## src/rtl/pwm_capture.sv

```systemverilog
// PWM receive-side measurement: recovers high time and period length between
// period strobes, flags multi-edge periods as glitches and drops over-long periods.
module pwm_capture #(
    parameter int CNT_W = 8
) (
    input  logic             clk,
    input  logic             reset,
    input  logic             cap_en,
    input  logic             pwm_period,
    input  logic             pwm_in,
    output logic [CNT_W-1:0] meas_value,
    output logic [CNT_W-1:0] meas_range,
    output logic             meas_valid,
    output logic             meas_glitch,
    output logic             meas_ovf,
    output logic             busy
);

    localparam logic [CNT_W-1:0] MAX = '1;

    typedef enum logic [1:0] {
        IDLE    = 2'd0,
        ARM     = 2'd1,
        MEASURE = 2'd2
    } state_t;

    state_t           r_state;
    logic [CNT_W-1:0] r_per_cnt;
    logic [CNT_W-1:0] r_hi_cnt;
    logic [1:0]       r_edge_cnt;
    logic             r_prev_in;
    logic [CNT_W-1:0] r_meas_value;
    logic [CNT_W-1:0] r_meas_range;
    logic             r_meas_valid;
    logic             r_meas_glitch;
    logic             r_meas_ovf;
    logic             r_busy;

    logic             w_rise;
    logic [CNT_W-1:0] w_hi_inc;
    logic [CNT_W-1:0] w_one;

    assign w_rise   = pwm_in & ~r_prev_in;
    assign w_hi_inc = {{(CNT_W-1){1'b0}}, pwm_in};
    assign w_one    = {{(CNT_W-1){1'b0}}, 1'b1};

    always_ff @(posedge clk) begin
        if (!reset) begin
            r_state       <= IDLE;
            r_per_cnt     <= '0;
            r_hi_cnt      <= '0;
            r_edge_cnt    <= 2'd0;
            r_prev_in     <= 1'b0;
            r_meas_value  <= '0;
            r_meas_range  <= '0;
            r_meas_valid  <= 1'b0;
            r_meas_glitch <= 1'b0;
            r_meas_ovf    <= 1'b0;
            r_busy        <= 1'b0;
        end else begin
            r_meas_valid <= 1'b0;
            r_meas_ovf   <= 1'b0;
            if (!cap_en) begin
                // Disable wins over a coincident strobe: the open period is discarded.
                r_state    <= IDLE;
                r_busy     <= 1'b0;
                r_per_cnt  <= '0;
                r_hi_cnt   <= '0;
                r_edge_cnt <= 2'd0;
                r_prev_in  <= 1'b0;
            end else begin
                case (r_state)
                    IDLE: begin
                        r_state <= ARM;
                        r_busy  <= 1'b1;
                    end
                    ARM: begin
                        if (pwm_period) begin
                            r_state    <= MEASURE;
                            r_per_cnt  <= w_one;
                            r_hi_cnt   <= w_hi_inc;
                            r_edge_cnt <= {1'b0, pwm_in};
                            r_prev_in  <= pwm_in;
                        end
                    end
                    MEASURE: begin
                        if (pwm_period) begin
                            // Strobe closes the old period and is cycle 0 of the next one.
                            r_meas_range  <= r_per_cnt;
                            r_meas_value  <= r_hi_cnt;
                            r_meas_glitch <= r_edge_cnt[1];
                            r_meas_valid  <= 1'b1;
                            r_per_cnt     <= w_one;
                            r_hi_cnt      <= w_hi_inc;
                            r_edge_cnt    <= {1'b0, pwm_in};
                            r_prev_in     <= pwm_in;
                        end else if (r_per_cnt == MAX) begin
                            r_meas_ovf <= 1'b1;
                            r_state    <= ARM;
                            r_per_cnt  <= '0;
                            r_hi_cnt   <= '0;
                            r_edge_cnt <= 2'd0;
                            r_prev_in  <= 1'b0;
                        end else begin
                            r_per_cnt <= r_per_cnt + w_one;
                            r_hi_cnt  <= r_hi_cnt + w_hi_inc;
                            r_prev_in <= pwm_in;
                            if (w_rise && (r_edge_cnt != 2'd3)) begin
                                r_edge_cnt <= r_edge_cnt + 2'd1;
                            end
                        end
                    end
                    default: begin
                        r_state <= IDLE;
                        r_busy  <= 1'b0;
                    end
                endcase
            end
        end
    end

    assign meas_value  = r_meas_value;
    assign meas_range  = r_meas_range;
    assign meas_valid  = r_meas_valid;
    assign meas_glitch = r_meas_glitch;
    assign meas_ovf    = r_meas_ovf;
    assign busy        = r_busy;

endmodule

```

## config.mk

```make
export PLATFORM = sky130hd
export DESIGN_NAME = pwm_capture
export DESIGN_NICKNAME = d
export VERILOG_FILES = /design/src/rtl/pwm_capture.sv
export SDC_FILE = /design/constraint.sdc
export NUM_CORES = 1
export LEC_CHECK = 0
export CAP_MARGIN = 30
export CELL_PAD_IN_SITES_DETAIL_PLACEMENT = 1
export CELL_PAD_IN_SITES_GLOBAL_PLACEMENT = 2
export CORE_MARGIN = 2
export CORE_UTILIZATION = 29
export DETAILED_ROUTE_END_ITERATION = 6
export GPL_TIMING_DRIVEN = 1
export PLACE_DENSITY = 0.83
export SLEW_MARGIN = 20
export SYNTH_ARGS = -nofsm -noshare
export SYNTH_HDL_FRONTEND = slang
export SYNTH_SLANG_ARGS = --single-unit
export TNS_END_PERCENT = 5
```

## constraint.sdc

```tcl
create_clock -name clk -period 1.5 [get_ports clk]
set_input_delay 0.15 -clock clk [delete_from_list [all_inputs] [get_ports clk]]
set_output_delay 0.15 -clock clk [all_outputs]
set_load 0.01 [all_outputs]
```

# Word level (Yosys, flattened, before mapping)

Cells that the tools add are included.
W data, S select, Z words.

Bits in registers: 41
Bits of input ports: 5

Add/subtract/negate cells: 3
Eq/ne operators: 8
Muxes and demuxes: 24
Bitwise logic cells: 5
Reductions and logical operators: 11

Operators with widths:

| kind                  | number |
|---|---|
| $mux W8               | 6 |
| $pmux W8 S2           | 2 |
| $mux W2               | 7 |
| $reduce_and A3 Y1     | 4 |
| $add A8 B1 Y8         | 1 |
| $add A8 B1 Y8 const B | 1 |
| $eq A8 B8 Y1 const B  | 1 |
| $ne A2 B2 Y1 const B  | 4 |
| $pmux W2 S3           | 1 |
| $mux W1               | 5 |
| $ne A4 B4 Y1 const B  | 1 |
| $not A1 Y1            | 4 |
| $pmux W1 S2           | 2 |
| $pmux W2 S2           | 1 |
| $reduce_and A2 Y1     | 2 |
| $reduce_or A4 Y1      | 1 |
| $add A2 B1 Y2 const B | 1 |
| $eq A2 B1 Y1 const B  | 1 |
| $eq A2 B2 Y1 const B  | 1 |
| $logic_not A2 Y1      | 1 |
| $reduce_bool A2 Y1    | 1 |
| $reduce_or A2 Y1      | 1 |
| $and A1 B1 Y1         | 1 |
| $logic_and A1 B1 Y1   | 1 |

# Longest topological paths before layout

Gate-level depths: netlist of the first run.

Depth after elaboration: 7
Mapped depth: 8
Mapped depth without buffers: 6

# Worst setup path after synthesis of the first run

Ideal clock, no wire load.

Path type: register -> register
From: register r_state[0]
To: register r_hi_cnt[3]
Setup time: 127 ps
Arrival: 1,443 ps
Slack: -70 ps
Cell stages (with the launch flop): 9
Buffers on the path: 2
Period minus slack after synthesis: 1,570 ps
Path through: dfxtp_1 > inv_1 > ha_1 > buf_2 > mux2i_1 > buf_4 > nor2_1 > xnor2_1 > nor2_1

Longest elaborated chain between the ends: 3
Elaborated cells on any way between the ends: 6
Those cells by class: eq/ne (3); mux (1); reduce/logical (2)

RTL lines:

| element                                                      | line | text |
|---|---|---|
| from (decl)                                                  | 27   | `state_t r_state;` |
| from (signal assigned)                                       | 49   | `r_state <= IDLE;` |
| from (signal assigned)                                       | 65   | `r_state <= IDLE;` |
| from (signal assigned)                                       | 74   | `r_state <= ARM;` |
| $eq A2 B1 Y1 or $eq A2 B2 Y1 (tied branches)                 | 72   | `case (r_state)` |
| $ne A2 B2 Y1 (no line) or $reduce_bool A2 Y1 (tied branches) | --   |  |
| $reduce_and A2 Y1 (no line)                                  | --   |  |
| to (signal assigned)                                         | 81   | `r_hi_cnt <= w_hi_inc;` |
| to (signal assigned)                                         | 94   | `r_hi_cnt <= w_hi_inc;` |
| to (signal assigned)                                         | 106  | `r_hi_cnt <= r_hi_cnt + w_hi_inc;` |
| to (decl)                                                    | 29   | `logic [CNT_W-1:0] r_hi_cnt;` |

Several ways; a longest one is shown, not always the timed one.
A chain may end at the register's enable or synchronous reset.

# Worst setup path after layout of the first run

From: register r_per_cnt[0]
To: register r_edge_cnt[0]

Longest elaborated chain between the ends: 4
Elaborated cells on any way between the ends: 6
Those cells by class: eq/ne (2); mux (3); reduce/logical (1)

RTL lines:

| element                | line | text |
|---|---|---|
| from (decl)            | 28   | `logic [CNT_W-1:0] r_per_cnt;` |
| from (signal assigned) | 80   | `r_per_cnt <= w_one;` |
| from (signal assigned) | 93   | `r_per_cnt <= w_one;` |
| from (signal assigned) | 105  | `r_per_cnt <= r_per_cnt + w_one;` |
| $eq A8 B8 Y1 (*)       | 97   | `end else if (r_per_cnt == MAX) begin` |
| $mux W2                | 97   |  |
| $mux W2                | 87   | `if (pwm_period) begin` |
| $pmux W2 S2            | 72   |  |
| to (signal assigned)   | 82   | `r_edge_cnt <= {1'b0, pwm_in};` |
| to (signal assigned)   | 95   | `r_edge_cnt <= {1'b0, pwm_in};` |
| to (signal assigned)   | 109  | `r_edge_cnt <= r_edge_cnt + 2'd1;` |
| to (decl)              | 30   | `logic [1:0] r_edge_cnt;` |

Mark *: on every way between the ends. The rest lies on a longest branch, timed or not.

==> summary by stage, run 1 <==
Outcome
The run finished with clean final reports.

GRT
The number of global-route vias before repair is 1,825. The maximum number of pins on one net before global-route repair is 18. The number of antenna violations at the first check in global routing came to 0. The wire length of the first global-routing pass is 8728 µm. Global routing consumed, over all layers together, 15.11% of the routing resources. The global-route congestion overflow total is 0.

Place
The half-perimeter wire length of the detailed placement result is 3715 µm. The routability-driven placement congestion ratio is 0.8211. Input and output buffers added on the ports amount to 24.

Floorplan
The vertical extent of the die is 84.37 µm. 25 I/O pins were placed. The region available for standard cell placement spans 6314 µm². The die covers 7117 µm². The die is 84.37 µm wide. The floorplan has 29 rows. Once the floorplan was initialized, standard cells occupied 29.67% of the core.

Critical path
In this design, the stage delay of the slowest critical-path cell is 340 ps. The critical path is of the reg2reg type. The critical path contains buffers and inverters numbering 0 combined. The required time reported for the critical path endpoint is 1690 ps. The worst path arrival time is 1650 ps. The slowest stage of the critical path is the sky130_fd_sc_hd__dfxtp_1 cell. Of all nets on the critical path, the largest fanout is 4.

STA classifies the critical path endpoint as a flip-flop. The worst setup path is launched from a flip-flop. Traced cell by cell, the critical path runs through ha_1, and4_4, a21oi_4, a221o_1, o211a_1. The gate family responsible for the most delay along the worst path is compound AO/OA/AOI/OAI gates.

CTS
The number of clock buffers added by TritonCTS is 5. The total clock sinks is 41. At the later pin of the worst-skew pair, clock insertion delay measures 290 ps.

TritonCTS built the clock tree. Clock-pin slew was measured on the worst setup and hold paths at 80 ps. The H-tree depth is 2.

The cell sitting at the root of the clock tree is a sky130_fd_sc_hd__clkbuf_8. The maximum root-to-sink buffer count is 2.

Power
Dividing total power by cell area gives a power density of 746.3 nW/µm². The peak supply drop is 0.3880 mV. The leakage power of the design is 0.0009752 µW.

Route
The DRC violation count after routing is 0. The sum of routed wire length over all layers is 5146 µm. The number of DRC markers after the initial detailed-route iteration is 51. The via count of the routed design is 1,704. The detail-routed via count per cell is 4.869.

The count of nets left with antenna violations once routing finished came out at 0. The iteration count of the initial detailed-routing pass is 4. Dividing the detail-routed wire length by the instance count gives 14.70 µm.

Logic synthesis
In this run the cell area of the synthesized design comes to 1873 µm². The share of the Yosys chip area taken by registers is 43.82%. The Yosys step of the flow raised 0 warnings.

The share of async-settable or async-resettable flops after synthesis is 0%. The number of synthesized flops with an enable pin is 0. Sorting the synthesized cells by how often they occur yields sky130_fd_sc_hd__nand2_1 (47), sky130_fd_sc_hd__dfxtp_1 (41), sky130_fd_sc_hd__nor2_1 (18). The top flip-flop cell by instance count after synthesis is sky130_fd_sc_hd__dfxtp_1. Synthesis inferred 41 register bits.

Ranked by total cell area, the synthesized netlist is headed by sky130_fd_sc_hd__dfxtp_1 (44%), sky130_fd_sc_hd__nand2_1 (9.4%), sky130_fd_sc_hd__a21boi_0 (6.8%). sky130_fd_sc_hd__nand2_1 is the most common cell in the netlist. The share of synthesized area in the top cell type comes to 43.82%. The number of distinct library cells after synthesis is 43. The net count after synthesis is 229. The synthesized area divided by synthesized cell count is 8.672 µm². The cell type with the largest total area after synthesis is sky130_fd_sc_hd__dfxtp_1.

The post-synthesis cell count is 216.

Timing
Across all hold checks on the routed design, the worst slack comes to 454.9 ps. The number of hold violations in the final report came to 0. The number of max-slew violations in the final report was 0. In this run the tightest slew margin relative to its limit is 80.17%. Setup violations remaining at the end of the flow were counted as 0. The clock skew after layout is 4.262 ps. Subtracting the final worst setup slack from the clock period gives 1455 ps. The highest clock rate is 687.1 MHz. After layout, the worst path uses 97.03% of the clock period. The transition time at the pin with the least slew margin is 296.4 ps.

Setup repair after global routing could not meet its margin everywhere.

Layout
The number of inserted diodes is 0. The count of nets after finishing is 287. Compared with the post-synthesis result, the final layout area differs by 42.69%. Of the cells placed in the final design, the portion with a size suffix greater than 1 is 25.27%. Once layout is complete, the utilization of the core stands at 42.33%.

Hold path
The class of the tightest hold or removal check is reg2reg.

Flow run
The reported max-cap violation count is 0.
## kinds of logic after synthesis
group | synth area share (%)
compound gates | 17.84
xor+xnor | 3.740
fa+ha+maj | 5.344
buf+inv | 3.139
flops | 43.82
mux | 1.670
simple gates | 24.45
## area by class of cell
type,count,area (µm²)
multi-input cells,163,1126
flip-flops and latches,41,825.8
fillers,742,3641
clock inverters,1,5.005
inverters,3,11.26
clock buffers,5,68.82
repair buffers,60,539.3
well taps,77,96.34
## layout by cell type, fill, tap and decap left out, drive strengths merged, types with 6 or more instances in the layout
cell type      synthesis  layout
nand2                 48      48
dfxtp                 41      41
buf                    7      36
clkdlybuf4s50          0      24
nor2                  18      18
a21boi                17      17
a21oi                  9       9
ha                     8       8
nand4                  6       6
nand3                  6       6
## layer usage
layer | vias to the layer above | global-route usage [%] | wire length [µm]
met5 | - | 0 | 0
met4 | 0 | 4.618 | 79
met3 | 9 | 3.441 | 175
met2 | 28 | 26.48 | 2582
met1 | 799 | 18.43 | 2309
li1 | 868 | - | -
## metrics by stage
stage                     cells  instance area (µm²)  total power [µW]  setup WS, ps  TNS, ps
after floorplan             216                 1877              1215        -28.46   -75.60
after global placement      343                 2454              1307        -132.5    -1711
after detailed placement    343                 2454              1313        -274.8    -2503
after CTS                   350                 2618              2015         2.670        0
after global routing        350                 2673              2087        -58.16   -219.8
final                       350                 2673              1994         44.55        0
## power breakdown
part	switching [µW]	internal (µW)	leakage [µW]
Combinational	106	107	0.000604
Sequential	7.54	1100	0.000332
Clock	372	306	0.0000399
Total	486	1510	0.000975
## sequential cells by signal (all words and copies together), names as in the netlist
register and count:
busy 1, meas_glitch 1, meas_ovf 1, meas_range 8, meas_valid 1, meas_value 8, r_edge_cnt 2, r_hi_cnt 8
r_per_cnt 8, r_prev_in 1, r_state 2
## tightest hold or removal path, delay by kind of cell, from the launching register on
kind	cells	cell delay [ps]
AOI/OAI and AO/OA	1	50
and+or+nand+nor	1	50
DFF	1	310
## final timing paths
check / startpoint / end / cells after the start / slack, ps
setup / recovery: r_per_cnt[0] / r_edge_cnt[0] / 5 / 40
hold / removal: meas_value[0] / meas_value[0] / 2 / 450
setup reg to reg: r_per_cnt[0] / r_edge_cnt[0] / 5 / 40
hold reg to reg: meas_value[0] / meas_value[0] / 2 / 450
## what timing repair did
action	CTS	global route
setup buffers	1	0
hold endpoints to repair	0	0
gates resized for setup	16	15
pin swaps	1	7
hold buffers	0	0
setup endpoints to repair	19	19
No activity file was read; power rests on OpenSTA's default activity.
==> run 2: changes to the inputs <==
PLACE_DENSITY = 0.71   (was 0.83)
==> run 2 against run 1 <==
Against the previous run: sequential power hardly changed; via count is 0.23% lower; combinational power is 5% lower; maximum frequency is 1.9% lower; core utilization is 0.22 points lower; largest cell class unchanged; critical path depth is 2 higher; largest power group unchanged; die area stayed put; critical endpoint is now r_hi_cnt[4].
==> summary by stage, run 2 (synthesis gave the netlist of run 1 again) <==
CTS
The number of buffers added by the clock tree synthesis step is 5 (unchanged). The maximum root-to-sink buffer count came to 2 (unchanged). The CTS root buffer is sky130_fd_sc_hd__clkbuf_8. The insertion delay of the later-clocked pin in the worst-skew pair was 300 ps (about the same). The total clock sinks came to 41 (unchanged). TritonCTS built the clock tree.

The H-tree depth came to 2 (unchanged). The CTS clock-pin slew for the worst setup and hold paths is 80 ps (about the same).

Timing
The transition time at the pin with the least slew margin is 300.3 ps (+3.911 ps). The aggregate negative setup slack was 0 ps (unchanged). The headroom to the max-slew limit was 79.91% (-0.26 points). The count of endpoints failing setup in the final report came to 0 (unchanged).

The post-route fraction of the period consumed by the critical path is 98.93% (+1.9 points). Setup repair after global routing could not meet its margin everywhere. The final worst slack is 16.05 ps (-28.50 ps). The number of max-slew violations in the final report came to 0 (unchanged). The highest clock rate is 673.9 MHz (-1.9%). The clock skew after layout is 6.381 ps (+2.119 ps). The number of hold violations in the final report came to 0 (unchanged). The shortest period the worst path allows came to 1484 ps (+28.50 ps).

Place
The setup slack after placement came to -202.9 ps (+71.86 ps). The routability-driven placement congestion ratio is 0.7661 (-6.7%). The number of I/O port buffers is 24 (unchanged). The half-perimeter wire length of the detailed placement result was 3651 µm (-1.7%).

The total placed instance area came to 2444 µm² (-0.41%).

Route
The number of DRC markers after the initial detailed-route iteration is 27 (-47%). The iteration count of the initial detailed-routing pass was 4 (unchanged). The residual antenna-violating net count after detailed routing came to 0 (unchanged). The detail-routed via count per cell came to 4.885 (+0.34%). The via count of the routed design is 1,700 (-0.23%).

The DRC violation count after routing is 0 (unchanged). The routed length per instance came to 14.23 µm (-3.2%). The sum of routed wire length over all layers was 4952 µm (-3.8%).

GRT
The global router's overall resource usage is 14.70% (-0.40 points). The number of antenna violations at the first check in global routing is 0 (unchanged). The maximum number of pins on one net before global-route repair is 18 (unchanged). The wire length of the first global-routing pass was 8397 µm (-3.8%). The global-route congestion overflow total is 0 (unchanged). The number of global-route vias before repair came to 1,728 (-5.3%).

Floorplan
The core region area is 6314 µm² (unchanged). The vertical extent of the die is 84.37 µm (unchanged). The number of placement rows is 29 (unchanged).

The starting density of the core was 29.67% (unchanged). The die extent in x is 84.37 µm (unchanged). The die outline area came to 7117 µm² (unchanged).

The number of placed I/O pins is 25 (unchanged).

Critical path
STA classifies the critical path endpoint as a flip-flop. The critical setup path kind is reg2reg. The required time reported for the critical path endpoint was 1700 ps (about the same). The kind of start point of the critical path is a flip-flop. The top fanout value on the critical path is 8 (+4). The register-to-register path setup slack is 20 ps (-30 ps).

The worst path arrival time came to 1680 ps (+30 ps).

Outcome
The run finished with clean final reports.

Layout
The library cells used most frequently in the layout, excluding fill and tap cells, are sky130_fd_sc_hd__nand2_1 (47), sky130_fd_sc_hd__dfxtp_1 (38), sky130_fd_sc_hd__buf_4 (28). The share of layout cells above drive strength 1 is 24.35% (-0.92 points). The number of inserted diodes is 0 (unchanged).

The area growth from synthesis to layout is 41.95%. The count of nets after finishing is 284 (-1.0%). The final non-filler cell area came to 2659 µm² (-0.51%).

Leaving out fill and tap cells, the most frequent cell in the layout is sky130_fd_sc_hd__nand2_1. The final core area utilization was 42.11% (-0.22 points).

Power
The ratio of total power to cell area is 778.3 nW/µm² (+4.3%). The peak supply drop is 0.5504 mV (+42%). The post-route total power came to 2069 µW (+3.8%). The leakage power of the design is 0.0009493 µW (-2.7%).

Flow run
The reported max-cap violation count was 0 (unchanged).

Hold path
The worst hold path belongs to the class reg2reg.
run 2: changes by cell type in the layout (fill, tap and decap cells not counted), sizes merged:
cell and change:
buf -3, clkbuf +1, clkinv -1, clkinvlp +1
run 2: stage by stage:
| stage | hold slack (ps) | instances |
|---|---|---|
| finish | 461.0 | 348 |
| global route | 483.5 | 348 |
| CTS | 469.0 | 347 |
| detailed placement | 457.6 | 340 |
| global placement | 450.6 | 340 |
| floorplan | 303.8 | 216 |
run 2: metal layers:
| metal | GRT usage (%) | vias up | part of all wire [%] |
|---|---|---|---|
| met4 | 5.628 | 0 | 1.4 |
| li1 | - | 863 | - |
| met5 | 0 | - | 0 |
| met1 | 19.36 | 809 | 47 |
| met2 | 23.74 | 21 | 49 |
| met3 | 3.048 | 7 | 2.5 |
run 2: worst max-delay path, cell delays in order (launching register included):
cell	delay [ps]
sky130_fd_sc_hd__dfxtp_4	390
sky130_fd_sc_hd__inv_4	40
sky130_fd_sc_hd__ha_4	170
sky130_fd_sc_hd__buf_4	140
sky130_fd_sc_hd__mux2_4	330
sky130_fd_sc_hd__nand4_1	130
sky130_fd_sc_hd__xor2_1	140
sky130_fd_sc_hd__nor2_1	50
run 2: report_power, final:
part           switching (µW)  total [µW]  internal (µW)
registers                8.56        1100           1100
logic                    98.6         202            103
clock network             399         763            364
total                     506        2070           1560
run 2: final cells by class:
type,count,area (µm²)
Tap cell,77,96.34
Timing Repair Buffer,57,533.0
Fill cell,734,3655
Inverter,3,13.76
Clock buffer,6,82.58
Sequential cell,41,827.0
Multi-Input combinational cell,163,1099
Clock inverter,1,7.507
run 2: path summary, 6_finish.rpt:
path,from,end,cells past startpoint
hold reg to reg,meas_value[6],meas_value[6],2
setup reg to reg,r_state[0],r_hi_cnt[4],7
setup / recovery,r_state[0],r_hi_cnt[4],7
hold / removal,meas_value[6],meas_value[6],2
run 2: repair_timing:
action	in CTS	in global routing
pin swaps	0	9
buffers inserted	0	1
gates resized for setup	7	21
setup endpoints to repair	17	19
hold buffers	0	0
gates cloned	0	0
